File: config.mk
export PLATFORM = sky130hd
export DESIGN_NAME = sram_port_arbiter
export DESIGN_NICKNAME = d
export VERILOG_FILES = /design/src/rtl/sram_port_arbiter.sv
export SDC_FILE = /design/constraint.sdc
export NUM_CORES = 1
export LEC_CHECK = 0
export BUFFER_PORTS_ARGS = -buffer_cell sky130_fd_sc_hd__buf_4
export CAP_MARGIN = 5
export CORE_AREA = 4 4 260 262
export CTS_CLUSTER_DIAMETER = 80
export DETAILED_ROUTE_END_ITERATION = 8
export DIE_AREA = 0 0 264 266
export PLACE_DENSITY_LB_ADDON = 0.25
export SLEW_MARGIN = 20
export SYNTH_ARGS = -nofsm -noshare
export SYNTH_HDL_FRONTEND = slang
export SYNTH_SLANG_ARGS = --single-unit
export TNS_END_PERCENT = 10
File: constraint.sdc
create_clock -name clk -period 3 [get_ports clk]
set_clock_uncertainty 0.2 [all_clocks]
set_input_delay 0.15 -clock clk [delete_from_list [all_inputs] [get_ports clk]]
set_output_delay 0.15 -clock clk [all_outputs]
set_load 0.005 [all_outputs]
File: src/rtl/sram_port_arbiter.sv
// Round-robin arbiter for the shared main-memory SRAM port with lock, starvation
// preemption and owner-tagged read returns that survive grant handover.
module sram_port_arbiter #(
  parameter int NUM_REQ        = 3,
  parameter int ADDR_BUS_WIDTH = 64,
  parameter int DATA_BUS_WIDTH = 64,
  parameter int READ_LATENCY   = 1,
  parameter int MAX_HOLD       = 16,
  parameter int ID_WIDTH       = (NUM_REQ > 2) ? $clog2(NUM_REQ) : 1
) (
  input  logic                                         clk,
  input  logic                                         rst,
  input  logic [NUM_REQ-1:0]                           req,
  input  logic [NUM_REQ-1:0]                           lock,
  output logic [NUM_REQ-1:0]                           gnt,
  input  logic [NUM_REQ-1:0]                           req_CEN,
  input  logic [NUM_REQ-1:0]                           req_GWEN,
  input  logic [NUM_REQ-1:0][ADDR_BUS_WIDTH-1:0]       req_A,
  input  logic [NUM_REQ-1:0][DATA_BUS_WIDTH-1:0]       req_D,
  output logic [DATA_BUS_WIDTH-1:0]                    q_out,
  output logic [NUM_REQ-1:0]                           q_valid,
  output logic [ID_WIDTH-1:0]                          owner,
  output logic                                         busy,
  output logic                                         mem_sram_CEN,
  output logic                                         mem_sram_GWEN,
  output logic [ADDR_BUS_WIDTH-1:0]                    mem_sram_A,
  output logic [DATA_BUS_WIDTH-1:0]                    mem_sram_D,
  input  logic [DATA_BUS_WIDTH-1:0]                    mem_sram_Q
);

  localparam int HOLD_W = (MAX_HOLD > 2) ? $clog2(MAX_HOLD) : 1;
  localparam logic [HOLD_W-1:0] HOLD_LAST = (MAX_HOLD > 0) ? HOLD_W'(MAX_HOLD - 1) : '0;

  typedef enum logic {IDLE, GRANTED} state_t;

  state_t              state;
  logic [ID_WIDTH-1:0] rr_ptr, win;
  logic [HOLD_W-1:0]   hold;
  logic [NUM_REQ-1:0]  gnt_nxt;
  logic                any_req, found, keep, preempt, others, access;
  logic                own_req, own_lock, own_cen, own_gwen;
  int                  idx;

  logic [READ_LATENCY:1]               vld_pipe;
  logic [READ_LATENCY:1][ID_WIDTH-1:0] id_pipe;

  function automatic logic [ID_WIDTH-1:0] rr_next(input logic [ID_WIDTH-1:0] id);
    return (int'(id) == NUM_REQ - 1) ? '0 : id + 1'b1;
  endfunction

  // first requester at or after rr_ptr, wrapping
  always_comb begin
    win   = rr_ptr;
    found = 1'b0;
    idx   = 0;
    for (int i = 0; i < NUM_REQ; i++) begin
      idx = int'(rr_ptr) + i;
      if (idx >= NUM_REQ) idx = idx - NUM_REQ;
      if (!found && req[idx]) begin
        found = 1'b1;
        win   = ID_WIDTH'(idx);
      end
    end
  end

  assign any_req  = |req;
  assign gnt_nxt  = NUM_REQ'(1) << win;
  assign own_req  = req[owner];
  assign own_lock = lock[owner];
  assign own_cen  = req_CEN[owner];
  assign own_gwen = req_GWEN[owner];
  assign others   = |(req & ~gnt);
  assign preempt  = (MAX_HOLD != 0) && (hold == HOLD_LAST) && others && !own_lock;
  assign keep     = (own_req | own_lock) & ~preempt;
  assign access   = gnt[owner] & own_req & ~own_cen;
  assign busy     = |gnt;

  always_ff @(posedge clk or posedge rst) begin
    if (rst) begin
      state  <= IDLE;
      gnt    <= '0;
      owner  <= '0;
      rr_ptr <= '0;
      hold   <= '0;
    end else begin
      case (state)
        IDLE: begin
          if (any_req) begin
            state  <= GRANTED;
            gnt    <= gnt_nxt;
            owner  <= win;
            rr_ptr <= rr_next(win);
            hold   <= '0;
          end
        end
        GRANTED: begin
          if (keep) begin
            if (hold != HOLD_LAST) hold <= hold + 1'b1;
          end else if (any_req) begin
            // a release or preemption always hands off; the old owner cannot win here
            gnt    <= gnt_nxt;
            owner  <= win;
            rr_ptr <= rr_next(win);
            hold   <= '0;
          end else begin
            state <= IDLE;
            gnt   <= '0;
          end
        end
        default: begin
          state <= IDLE;
          gnt   <= '0;
        end
      endcase
    end
  end

  assign mem_sram_CEN  = ~access;
  assign mem_sram_GWEN = access ? own_gwen : 1'b1;
  assign mem_sram_A    = access ? req_A[owner] : '0;
  assign mem_sram_D    = access ? req_D[owner] : '0;

  // read-return tags travel with the SRAM latency, independent of later grants
  always_ff @(posedge clk or posedge rst) begin
    if (rst) begin
      vld_pipe <= '0;
      id_pipe  <= '0;
    end else begin
      vld_pipe[1] <= access & own_gwen;
      id_pipe[1]  <= owner;
      for (int s = 2; s <= READ_LATENCY; s++) begin
        vld_pipe[s] <= vld_pipe[s-1];
        id_pipe[s]  <= id_pipe[s-1];
      end
    end
  end

  assign q_valid = vld_pipe[READ_LATENCY] ? (NUM_REQ'(1) << id_pipe[READ_LATENCY]) : '0;
  assign q_out   = vld_pipe[READ_LATENCY] ? mem_sram_Q : '0;

endmodule

### Yosys cells after proc, flatten, opt, wreduce, memory -nomap -nowiden

Index checks and enable logic that the tools add are counted.

| word-level totals | value |
|---|---|
| register bits after elaboration | 15 |
| output and inout bits | 203 |

| cells by class | value |
|---|---|
| add/subtract/negate cells | 7 |
| $lt $le $gt $ge | 7 |
| equality and inequality tests | 6 |
| shifts and indexed selects | 2 |
| muxes and demuxes | 54 |
| bitwise operators | 11 |
| reduce and logical (&&, ||, !) cells | 11 |

Operator list:

| cell | number |
|---|---|
| $mux W64 | 5 |
| $bmux W64 S2 | 2 |
| $lt A32 B4 Y1 const B | 3 |
| $mux W32 | 3 |
| $bmux W1 S2 | 8 |
| $mux W1 | 16 |
| $mux W2 | 8 |
| $mux W3 | 4 |
| $mux W4 | 3 |
| $reduce_or A3 Y1 | 3 |
| $pmux W2 S2 | 2 |
| $pmux W4 S2 | 1 |
| $sub A3 B2 Y4 const B | 2 |
| $ge A3 B2 Y1 const B | 2 |
| $pmux W3 S2 | 1 |
| $shl A1 B2 Y3 const A | 2 |
| $add A4 B1 Y4 const B | 1 |
| $and A1 B1 Y1 | 4 |
| $eq A4 B4 Y1 const B | 1 |
| $logic_and A1 B1 Y1 | 4 |
| $ne A2 B2 Y1 const B | 2 |
| $ne A4 B4 Y1 const B | 1 |
| $not A1 Y1 | 4 |
| $add A2 B1 Y3 const B | 1 |
| other kinds (13) | 15 |

### Longest topological paths before layout

Gate-level depths: netlist of the first run.

| depth | value |
|---|---|
| word-level depth | 17 |
| depth in mapped cells | 9 |
| depth with buffers taken out | 8 |

### Least setup slack after synthesis of the first run

No wires, ideal clock.

| timing path | value |
|---|---|
| path kind | register to register |
| from | register rr_ptr[0] |
| to | register rr_ptr[1] |
| setup time | 0.082 ns |
| data arrival time | 1.917 ns |
| data required time | 2.718 ns |
| setup slack | 0.801 ns |
| stages on the path, launching flop included | 10 |
| clock period less this slack | 2.199 ns |
| path through | dfrtp_1 inv_1 ha_1 clkbuf_1 mux2i_1 or2_2 a2bb2oi_1 o32ai_1 or3_4 o22ai_1 |

| on the way | value |
|---|---|
| word-level cells in the longest chain between the ends | 17 |
| elaborated cells between the ends (all ways) | 35 |
| classes of those cells | 6 x add/sub; 3 x order compare; 1 x eq/ne; 21 x mux; 4 x reduce/logical |

Ends and longest elaborated chain:

| what | line | source |
|---|---|---|
| start, declared | 37 | `logic [ID_WIDTH-1:0] rr_ptr, win;` |
| start signal, assigned | 92 | `rr_ptr <= rr_next(win);` |
| start signal, assigned | 103 | `rr_ptr <= rr_next(win);` |
| branches (longest 11 deep; another with $sub A3 B2 Y4) | - |  |
| $mux W2 * | 59 | `if (!found && req[idx]) begin` |
| $add A2 B1 Y2 / $eq A2 B2 Y1 (equally long branches) | 48 | `return (int'(id) == NUM_REQ - 1) ? '0 : id + 1'b1;` |
| $mux W2 * | 48 |  |
| $mux W2 * | 88, 99 |  |
| $mux W2 | 97 | `if (keep) begin` |
| $pmux W2 S2 * | 86 | `case (state)` |

Every way passes the cells marked *. The select of a mux whose other input is x is not followed.
A chain may end at the register's enable or synchronous reset.

### Worst setup path after layout of the first run

| timing path | value |
|---|---|
| from | register owner[0] |
| to | output port mem_sram_D[27] |

| on the way | value |
|---|---|
| word-level cells in the longest chain between the ends | 5 |
| elaborated cells between the ends (all ways) | 12 |
| classes of those cells | 9 x mux; 3 x bitwise |

Ends and longest elaborated chain:

| what | line | source |
|---|---|---|
| start, declared | 22 | `output logic [ID_WIDTH-1:0] owner,` |
| start signal, assigned | 91 | `owner <= win;` |
| start signal, assigned | 102 | `owner <= win;` |
| $bmux W1 S2, on equally long branches | 75, 68, 70 |  |
| $mux W1, on equally long branches | 75, 68, 70 |  |
| $and A1 B1 Y1 / $not A1 Y1 (equally long branches) | 75 | `assign access = gnt[owner] & own_req & ~own_cen;` |
| $and A1 B1 Y1 | 75 |  |
| $mux W64 * | 121 | `assign mem_sram_D = access ? req_D[owner] : '0;` |
| end, declared | 27 | `output logic [DATA_BUS_WIDTH-1:0] mem_sram_D,` |

Every way passes the cells marked *; elsewhere a longest branch is shown, timed or not. The select of a mux whose other input is x is not followed.

==> results.ini, run 1 <==
[status]
status = finished, final reports clean

[worst_setup_path]
crit_slowest_cell = o21bai_4
r2r_end = owner[1]
path_common_cell = nor2_1
path_cells = nand2_1 -> o32a_1 -> nor2_1 -> o21bai_4 -> buf_12 -> nor2_1 -> buf_4
worstRegToRegCells = 5
critical_path.endpoint_type = output port
crit_path_max_incr_delay_ps = 790
crit_type = register to output port
r2r_slack_ps = 580
r2r_start = owner[1]
required_ps = 2650
worstPathMaxFanout = 33
critPathLaunchType = register
crit_arrival_ps = 2400

[timing]
drv_slew = 0
fmax_mhz = 363.2
period_share = 0.9178
finalHoldViolations = 0
min_period_ps = 2753
setup_viol_count_final = 0
setup_tns_ps = 0
relSlewSlack = 0.3211
worst_pin_slew_ps = 1018
rsz0062_at_grt = no

[global_routing]
grt_pass1_wl_um = 58830
antenna_found_initial = 14
grt_start_max_net_pins = 89
grt_pass1_vias = 8167
grt_use_total = 0.1131
overflow = 0

[finish]
fin_util = 0.1635
final_cell_mix = buf_4 (671), nor2_1 (266), mux2i_1 (133), a21oi_1 (133), and2_1 (64)
area_delta_synth_final_pct = 132.8
fin_nets = 1835
drive_gt1_frac = 0.5073
fillers = 7571
final_common_cell = buf_4

[place]
place_congestion = 0.8714
dp_hpwl_um = 38070
io_buffers = 664

[synth]
yosysWarningCount = 0
yosys.area.top_type_share = 0.2899
synth_compound_area_frac = 0.1894
ys_seq_elements = 15
synthXorXnorAreaFrac = 0
synth_top_family_by_area = simple AND/OR/NAND/NOR gates
syn-cell-area_um2 = 4592
synthMuxAreaShare = 0.2956
synth_cells = 753
synth_cell_types = 46
synth_ff_type = dfrtp_1
ys_seq_area_frac = 0.08174
synth_fa_ha_area_frac = 0.01090
async_reset_ff_frac = 1.000
synth_edf_count = 0
synth_nets = 1219
postSynthAreaPerCell_um2 = 6.098
synth_top_area_cell = mux2i_1
yosys-top-cells-area = mux2i_1 (29%), nor2_1 (22%), a21oi_1 (14%), and2_1 (8.7%), dfrtp_1 (8.2%)
synthSimpleGateAreaFrac = 0.3504

[detailed_routing]
antenna_left = 0
wl_per_cell_um = 19.41
viasPerCell = 3.560
drc_errors = 0
wl_um = 43390
drt_iter0_drc = 337
vias = 7960
first_pass_iters = 5

[floorplan]
rows = 94
die_y_um = 266
design.portCount = 665
core_area_um2 = 65390
die-area_um2 = 70220
die_x_um = 264
initial_core_util = 0.07022

[pwr]
powerDensity_nw_per_um2 = 471.9
ir_drop_mv = 0.3565
power.leakage_nw = 5.226

[clock_tree]
clock-sinks = 15
cts_buffers = 3
cts-root-buf = clkbuf_16
postCtsSetupBuffers = 0
cts_max_level = 1
worst_skew_pair.late_latency_ps = 250
cts_tree = yes
ctsResizeCount = 0
clk_pin_slew_ps = 50
cts.path.max_buffers = 2

[worst_hold_path]
hold_path.class = primary input to register
min_path_cells = 3
min-delay-start = req_GWEN[1]
whs_endpoint = vld_pipe

[job]
drv_cap = 0

==> stage by stage <==
stage | worst slack, ps | hold slack [ps] | power [mW] | instances | cell area [µm²]
after floorplan | 801.0 | -148.5 | 2.938 | 753 | 4592
after global placement | 407.3 | 80.60 | 4.895 | 2227 | 10590
after detailed placement | 375.6 | 85.19 | 4.884 | 2227 | 10590
after CTS | 104.2 | 51.87 | 5.180 | 2232 | 10680
after global routing | 43.72 | 78.12 | 5.560 | 2235 | 10690
final | 246.5 | 33.70 | 5.045 | 2236 | 10690
==> state kept, by name, indices dropped and copies added, names as in the netlist <==
register  count
hold          4
id_pipe       2
gnt           3
vld_pipe      1
owner         2
state         1
rr_ptr        2
==> cell type report <==
type	count	area, µm²	area share
clock buffer	4	78.83	0.007373
sequential	15	382.9	0.03581
multi-input combinational	662	3905	0.3652
inverter	7	26.28	0.002458
antenna	4	10.01	0.0009362
tap	864	1081	0.1011
timing repair buffer	680	5207	0.4871
==> cells in the mapped netlist, types with 2 or more instances <==
master,count
mux2i_1,133
o21ai_1,3
or3_1,2
nor3_1,4
clkbuf_1,38
nand2_1,7
dfrtp_1,15
inv_1,7
nor2_1,266
buf_1,5
ha_1,4
buf_2,24
o22ai_1,3
buf_6,2
a21oi_1,133
nor4bb_1,2
and3b_1,2
and2_1,64
o21ai_0,4
a31oi_1,3
nand2b_1,6
nor2b_1,2
==> worst max-delay path by stage <==
stage	start	to
6_report	owner[0]	mem_sram_D[27]
5_1_grt	owner[0]	mem_sram_D[1]
4_1_cts	owner[0]	mem_sram_D[1]
3_5_place_dp	owner[0]	mem_sram_D[1]
3_3_place_gp	owner[0]	mem_sram_D[1]
2_1_floorplan	rr_ptr[0]	rr_ptr[1]
==> routing by layer <==
metal / vias to the layer above / GRT usage / wire length (µm)
met4: 4 / 0.01942 / 622
met5: - / 0 / 27
met3: 40 / 0.03925 / 4406
met1: 3648 / 0.1160 / 14890
li1: 3770 / - / -
met2: 498 / 0.2233 / 23440
==> critical path, delay by kind of cell (launching register included) <==
kind / cells / cell delay, ps
AO/OA/AOI/OAI: 2 / 920
flip-flops: 1 / 520
AND/OR/NAND/NOR: 3 / 240
buffers and inverters: 2 / 420
==> power by group <==
part           leakage, nW  internal (mW)  switching, mW  total [mW]
clock network       0.0382          0.180         0.0856       0.266
logic                 5.00           1.97           2.42        4.39
registers            0.188          0.287         0.0984       0.385
total                 5.23           2.44           2.61        5.04
==> logic make-up (layout without fill, tap and decap cells) <==
family                     count (synthesis)  after routing
adders and majority gates                  4              4
and+or+nand+nor                          363            363
other                                      0              4
muxes                                    135            135
buffers and inverters                     76            691
AOI/OAI and AO/OA                        160            160
DFF                                       15             15
==> timing repair <==
action / CTS / global route
hold buffers: 1 / 0
endpoints found under the setup margin: 0 / 0
hold endpoints to repair: 15 / 0
(Power assumes the default switching activity.)
==> inputs of run 2 (changes only) <==
--- a/config.mk
+++ b/config.mk
@@ -11,7 +11,7 @@
 export CTS_CLUSTER_DIAMETER = 80
 export DETAILED_ROUTE_END_ITERATION = 8
 export DIE_AREA = 0 0 264 266
-export PLACE_DENSITY_LB_ADDON = 0.25
+export PLACE_DENSITY = 0.4
 export SLEW_MARGIN = 20
 export SYNTH_ARGS = -nofsm -noshare
 export SYNTH_HDL_FRONTEND = slang
==> results.ini, run 2 (synthesis results as in run 1) <==
[worst_hold_path]
hold_path.class = primary input to register  ; unchanged

[detailed_routing]
viasPerCell = 3.582  ; was 3.560
drc_errors = 0  ; unchanged
vias = 7998  ; was 7960
antenna_left = 0  ; unchanged
drt_iter0_drc = 304  ; was 337
wl_um = 45280  ; was 43390 µm
first_pass_iters = 6  ; was 5
wl_per_cell_um = 20.28  ; was 19.41 µm

[clock_tree]
cts_max_level = 1  ; unchanged
cts_tree = yes  ; unchanged
cts.path.max_buffers = 2  ; unchanged
cts_buffers = 3  ; unchanged
worst_skew_pair.late_latency_ps = 250  ; about the same
cts-root-buf = clkbuf_16  ; unchanged
clk_pin_slew_ps = 50  ; about the same
clock-sinks = 15  ; unchanged

[timing]
rsz0062_at_grt = no  ; unchanged
drv_slew = 0  ; unchanged
min_period_ps = 2812  ; was 2753 ps
fmax_mhz = 355.6  ; was 363.2 MHz
relSlewSlack = 0.5707  ; was 0.3211
finalHoldViolations = 0  ; unchanged
setup_viol_count_final = 0  ; unchanged
worst_pin_slew_ps = 643.9  ; was 1018 ps
setup_tns_ps = 0  ; unchanged
period_share = 0.9373  ; was 0.9178

[global_routing]
grt_use_total = 0.1157  ; was 0.1131
antenna_found_initial = 23  ; was 14
grt_pass1_vias = 8205  ; was 8167
grt_pass1_wl_um = 60110  ; was 58830 µm
grt_start_max_net_pins = 104  ; was 89
overflow = 0  ; unchanged

[worst_setup_path]
critical_path.endpoint_type = output port  ; unchanged
worstRegToRegCells = 6  ; was 5
cp.buffers_inverters = 3  ; was 2
path_delay_family = buffers and inverters  ; was compound AO/OA/AOI/OAI gates
crit_start = owner[0]  ; unchanged
crit_slowest_cell = buf_4  ; was o21bai_4
crit_end = mem_sram_D[8]  ; was mem_sram_D[27]
required_ps = 2650  ; about the same
crit_type = register to output port  ; unchanged
r2r_end = rr_ptr[1]  ; was owner[1]
worstPathMaxFanout = 50  ; was 33
crit_arrival_ps = 2460  ; was 2400 ps
critPathLaunchType = register  ; unchanged
cp.depth = 6  ; was 7
path_common_cell = buf_4  ; was nor2_1
r2r_slack_ps = 480  ; was 580 ps
r2r_start = owner[1]  ; unchanged
crit_path_max_incr_delay_ps = 560  ; was 790 ps
path_cells = buf_4 -> buf_4 -> nor2_1 -> a21oi_1 -> nor2_1 -> buf_4  ; was nand2_1 -> o32a_1 -> nor2_1 -> o21bai_4 -> buf_12 -> nor2_1 -> buf_4

[pwr]
finalPower_mw = 5.087  ; was 5.045 mW
power.switching_mw = 2.662  ; was 2.606 mW
p_comb_frac = 0.872  ; was 0.871
power.leakage_nw = 5.213  ; was 5.226 nW
ir_drop_mv = 0.3955  ; was 0.3565 mV
p_clk_frac = 0.051  ; was 0.053
p_sw_frac = 0.5233  ; was 0.5166
powerDensity_nw_per_um2 = 476.9  ; was 471.9 nW/µm²
pwr-share-seq = 0.077  ; was 0.076
power.internal_mw = 2.425  ; was 2.439 mW

[floorplan]
die_x_um = 264  ; unchanged
die_y_um = 266  ; unchanged
core_area_um2 = 65390  ; unchanged
rows = 94  ; unchanged
design.portCount = 665  ; unchanged
die-area_um2 = 70220  ; unchanged
initial_core_util = 0.07022  ; unchanged

[place]
dp_hpwl_um = 38870  ; was 38070 µm
placed_cell_area_um2 = 10530  ; was 10590 µm²
place_congestion = 0.8953  ; was 0.8714
placed_cells = 2225  ; was 2227
io_buffers = 664  ; unchanged

[finish]
final_common_cell = buf_4  ; unchanged
fillers = 7583  ; was 7571
top_register = hold  ; unchanged
largest_reg_flops = 4  ; unchanged
top_regs = hold x4, gnt x3  ; unchanged
fin_nets = 1834  ; was 1835
final_cell_mix = buf_4 (672), nor2_1 (266), mux2i_1 (133), a21oi_1 (132), and2_1 (64)  ; was buf_4 (671), nor2_1 (266), mux2i_1 (133), a21oi_1 (133), and2_1 (64)
multiInputGateArea_um2 = 3909  ; was 3905 µm²
regArea_um2 = 382.9  ; unchanged
fin_util = 0.1631  ; was 0.1635
drive_gt1_frac = 0.5084  ; was 0.5073
stdcell_count = 2233  ; was 2236
area_delta_synth_final_pct = 132.3  ; was 132.8%
stdcell_area_um2 = 10670  ; was 10690 µm²

[status]
status = finished, final reports clean  ; unchanged

[job]
drv_cap = 0  ; unchanged

## run 2: cell type report
type / count / area share
diodes: 2 / 0.0004693
flip-flops and latches: 15 / 0.03590
multi-input cells: 662 / 0.3665
well taps: 864 / 0.1014
inverters: 7 / 0.002464
clock buffers: 3 / 0.007039
repair buffers: 679 / 0.4856
clock inverters: 1 / 0.0007039
## run 2: how the worst min path moves through the flow
stage | endpoint | slack, ps | cells after the start | start
2_1_floorplan | gnt[0] | -150 | 1 | rst
3_3_place_gp | hold[0] | 90 | 2 | rst
3_5_place_dp | hold[0] | 80 | 2 | rst
4_1_cts | state | 50 | 3 | req[2]
5_1_grt | state | 70 | 3 | req[2]
6_report | vld_pipe | 40 | 3 | req_GWEN[1]
## run 2: timing repair
action                                  in CTS  in global routing
setup buffers                                0                  0
hold buffers                                 1                  0
endpoints found under the setup margin       1                  1
cloned                                       0                  1
resized for setup                            2                  1
endpoints found under the hold margin       15                  0
## run 2: worst register-to-register path: stages, from the launching register on
cell      delay [ps]
dfrtp_4          540
buf_4            510
mux2i_1          310
o221ai_2         150
and2_4           220
or3_4            390
o22ai_1          130
## run 2: routing by layer
layer / GRT usage / share of wire / vias to the layer above
met5: 0 / 0.00077 / -
met4: 0.007567 / 0.0093 / 6
met3: 0.03306 / 0.087 / 40
met2: 0.2272 / 0.53 / 504
met1: 0.1286 / 0.37 / 3682
li1: - / - / 3766
## run 2: power by group through the flow
| stage | Combinational [mW] | Sequential [mW] | Clock, mW |
|---|---|---|---|
| after floorplan | 2.60 | 0.336 | 0 |
| after global placement | 4.45 | 0.372 | 0 |
| after CTS | 4.49 | 0.378 | 0.271 |
| after detailed placement | 4.46 | 0.379 | 0 |
| final | 4.44 | 0.389 | 0.261 |
| after global routing | 4.90 | 0.405 | 0.280 |
## run 2: per-stage QoR
step	hold slack (ps)	setup WS, ps
2_1_floorplan	-148.5	801.0
3_3_place_gp	85.14	-31.14
3_5_place_dp	81.41	-42.92
4_1_cts	50.57	5.574
5_1_grt	66.90	52.07
6_report	36.80	188.2
==> inputs of run 3 (changes only) <==
--- a/config.mk
+++ b/config.mk
@@ -7,11 +7,13 @@
 export LEC_CHECK = 0
 export BUFFER_PORTS_ARGS = -buffer_cell sky130_fd_sc_hd__buf_4
 export CAP_MARGIN = 5
-export CORE_AREA = 4 4 260 262
+export CELL_PAD_IN_SITES_DETAIL_PLACEMENT = 1
+export CELL_PAD_IN_SITES_GLOBAL_PLACEMENT = 2
+export CORE_AREA = 4 4 253 255
 export CTS_CLUSTER_DIAMETER = 80
 export DETAILED_ROUTE_END_ITERATION = 8
-export DIE_AREA = 0 0 264 266
-export PLACE_DENSITY = 0.4
+export DIE_AREA = 0 0 257 259
+export PLACE_DENSITY = 0.67
 export SLEW_MARGIN = 20
 export SYNTH_ARGS = -nofsm -noshare
 export SYNTH_HDL_FRONTEND = slang
==> results.ini, run 3 (synthesis results as in run 1) <==
[detailed_routing]
first_pass_iters = 4  ; was 6
wl_um = 43420  ; was 45280 µm
drc_errors = 0  ; unchanged
drt_iter0_drc = 253  ; was 304
viasPerCell = 3.593  ; was 3.582
wl_per_cell_um = 19.68  ; was 20.28 µm
antenna_left = 0  ; unchanged
vias = 7926  ; was 7998

[finish]
top_regs = hold x4, gnt x3  ; unchanged
top_register = hold  ; unchanged
area_delta_synth_final_pct = 131.3  ; was 132.3%
final_cell_mix = buf_4 (669), nor2_1 (266), mux2i_1 (133), a21oi_1 (133), and2_1 (64)  ; was buf_4 (672), nor2_1 (266), mux2i_1 (133), a21oi_1 (132), and2_1 (64)
drive_gt1_frac = 0.5062  ; was 0.5084
fillers = 7522  ; was 7583
fin_nets = 1832  ; was 1834
final_common_cell = buf_4  ; unchanged
largest_reg_flops = 4  ; unchanged

[global_routing]
grt_use_total = 0.1191  ; was 0.1157
grt_pass1_wl_um = 59860  ; was 60110 µm
grt_start_max_net_pins = 106  ; was 104
grt_use_met2 = 0.2403  ; was 0.2272
grtUsageMet1 = 0.1226  ; was 0.1286
overflow = 0  ; unchanged
antenna_found_initial = 13  ; was 23
grt_pass1_vias = 8701  ; was 8205
top_usage_layer = met2  ; unchanged
use_met3 = 0.03892  ; was 0.03306

[worst_setup_path]
crit_slowest_cell = dfrtp_4  ; was buf_4
path_cells = buf_4 -> mux2i_1 -> o221ai_2 -> a21oi_2 -> nand2_1 -> o31ai_1  ; was buf_4 -> buf_4 -> nor2_1 -> a21oi_1 -> nor2_1 -> buf_4
worstPathMaxFanout = 28  ; was 50
critical_path.endpoint_type = register  ; was output port
worstRegToRegCells = 6  ; unchanged
required_ps = 2940  ; was 2650 ps
critPathLaunchType = register  ; unchanged
crit_type = register to register  ; was register to output port
crit_path_max_incr_delay_ps = 520  ; was 560 ps
crit_arrival_ps = 2720  ; was 2460 ps

[clock_tree]
cts_max_level = 1  ; unchanged
clock-sinks = 15  ; unchanged
clk_pin_slew_ps = 50  ; about the same
cts-root-buf = clkbuf_16  ; unchanged
cts_buffers = 3  ; unchanged
worst_skew_pair.late_latency_ps = 240  ; was 250 ps
cts.path.max_buffers = 2  ; unchanged
cts_tree = yes  ; unchanged

[pwr]
p_comb_frac = 0.872  ; about the same
power.switching_mw = 2.705  ; was 2.662 mW
power.internal_mw = 2.419  ; was 2.425 mW
p_clk_frac = 0.050  ; was 0.051
ir_drop_mv = 0.4076  ; was 0.3955 mV
pwr-share-seq = 0.077  ; about the same
power.leakage_nw = 5.206  ; was 5.213 nW
p_sw_frac = 0.5279  ; was 0.5233
finalPower_mw = 5.124  ; was 5.087 mW
powerDensity_nw_per_um2 = 482.4  ; was 476.9 nW/µm²

[floorplan]
design.portCount = 665  ; unchanged
die-area_um2 = 66560  ; was 70220 µm²
die_y_um = 259  ; was 266 µm
initial_core_util = 0.07455  ; was 0.07022
rows = 91  ; was 94
die_x_um = 257  ; was 264 µm
core_area_um2 = 61600  ; was 65390 µm²

[timing]
finalHoldViolations = 0  ; unchanged
relSlewSlack = 0.4798  ; was 0.5707
period_share = 0.9260  ; was 0.9373
worst_pin_slew_ps = 778.3  ; was 643.9 ps
fmax_mhz = 360.0  ; was 355.6 MHz
min_period_ps = 2778  ; was 2812 ps
rsz0062_at_grt = no  ; unchanged
setup_tns_ps = 0  ; unchanged
setup_viol_count_final = 0  ; unchanged
drv_slew = 0  ; unchanged

[place]
place_congestion = 0.9270  ; was 0.8953
io_buffers = 664  ; unchanged
dp_hpwl_um = 37970  ; was 38870 µm

[worst_hold_path]
hold_path.class = primary input to register  ; unchanged
min_path_cells = 3  ; unchanged

[job]
drv_cap = 0  ; unchanged

[status]
status = finished, final reports clean  ; unchanged

[run 3: cell count changes in the layout (fill, tap and decap cells not counted), sizes merged]
cell,delta
diode,+2
buf,-1
clkinvlp,-1
[run 3: final cells by class]
type	instances	area [µm²]	area share
Tap cell	837	1047	0.09859
Multi-Input combinational cell	662	3905	0.3676
Antenna cell	4	10.01	0.0009423
Sequential cell	15	382.9	0.03604
Clock buffer	4	78.83	0.007420
Inverter	7	26.28	0.002473
Timing Repair Buffer	677	5172	0.4869
[run 3: critical path: cells and delay by family (launching register included)]
family / cells / cell delay (ps)
AO/OA/AOI/OAI: 3 / 830
buffers and inverters: 1 / 490
flip-flops: 1 / 520
multiplexers: 1 / 420
AND/OR/NAND/NOR: 1 / 170
[run 3: power groups by stage]
stage / Sequential (mW) / Combinational, mW / Clock, mW
CTS: 0.401 / 4.66 / 0.266
floorplan: 0.336 / 2.60 / 0
detailed placement: 0.403 / 4.64 / 0
finish: 0.396 / 4.47 / 0.258
global placement: 0.395 / 4.62 / 0
global route: 0.411 / 4.95 / 0.279
[run 3: worst paths after layout]
path                           from        to  slack, ps
max in group asynchronous       rst  owner[1]       1800
setup / recovery           owner[1]    gnt[2]        220
hold / removal               req[1]     state         50
hold reg to reg             hold[1]   hold[1]        330
min in group asynchronous       rst    gnt[2]        360
setup reg to reg           owner[1]    gnt[2]        220
[run 3: metal layers]
layer | vias to the layer above | part of all wire
li1 | 3768 | -
met1 | 3686 | 0.35
met2 | 440 | 0.55
met3 | 24 | 0.088
met4 | 8 | 0.0096
met5 | - | 0.0012
[run 3: per-stage QoR]
stage	worst slack (ps)	cell area (µm²)	hold WS, ps	instances	util
floorplan	801.0	4592	-148.5	753	-
global placement	201.8	10520	84.90	2197	0.1708
detailed placement	187.5	10520	89.51	2197	0.1708
CTS	122.6	10610	53.20	2202	0.1723
global route	10.15	10620	105.3	2204	0.1724
finish	221.9	10620	52.31	2206	0.1725
[run 3: timing repair]
item	in CTS	in global routing
hold buffers	1	0
resized for setup	0	0
buffers inserted	0	0
endpoints found under the hold margin	15	0
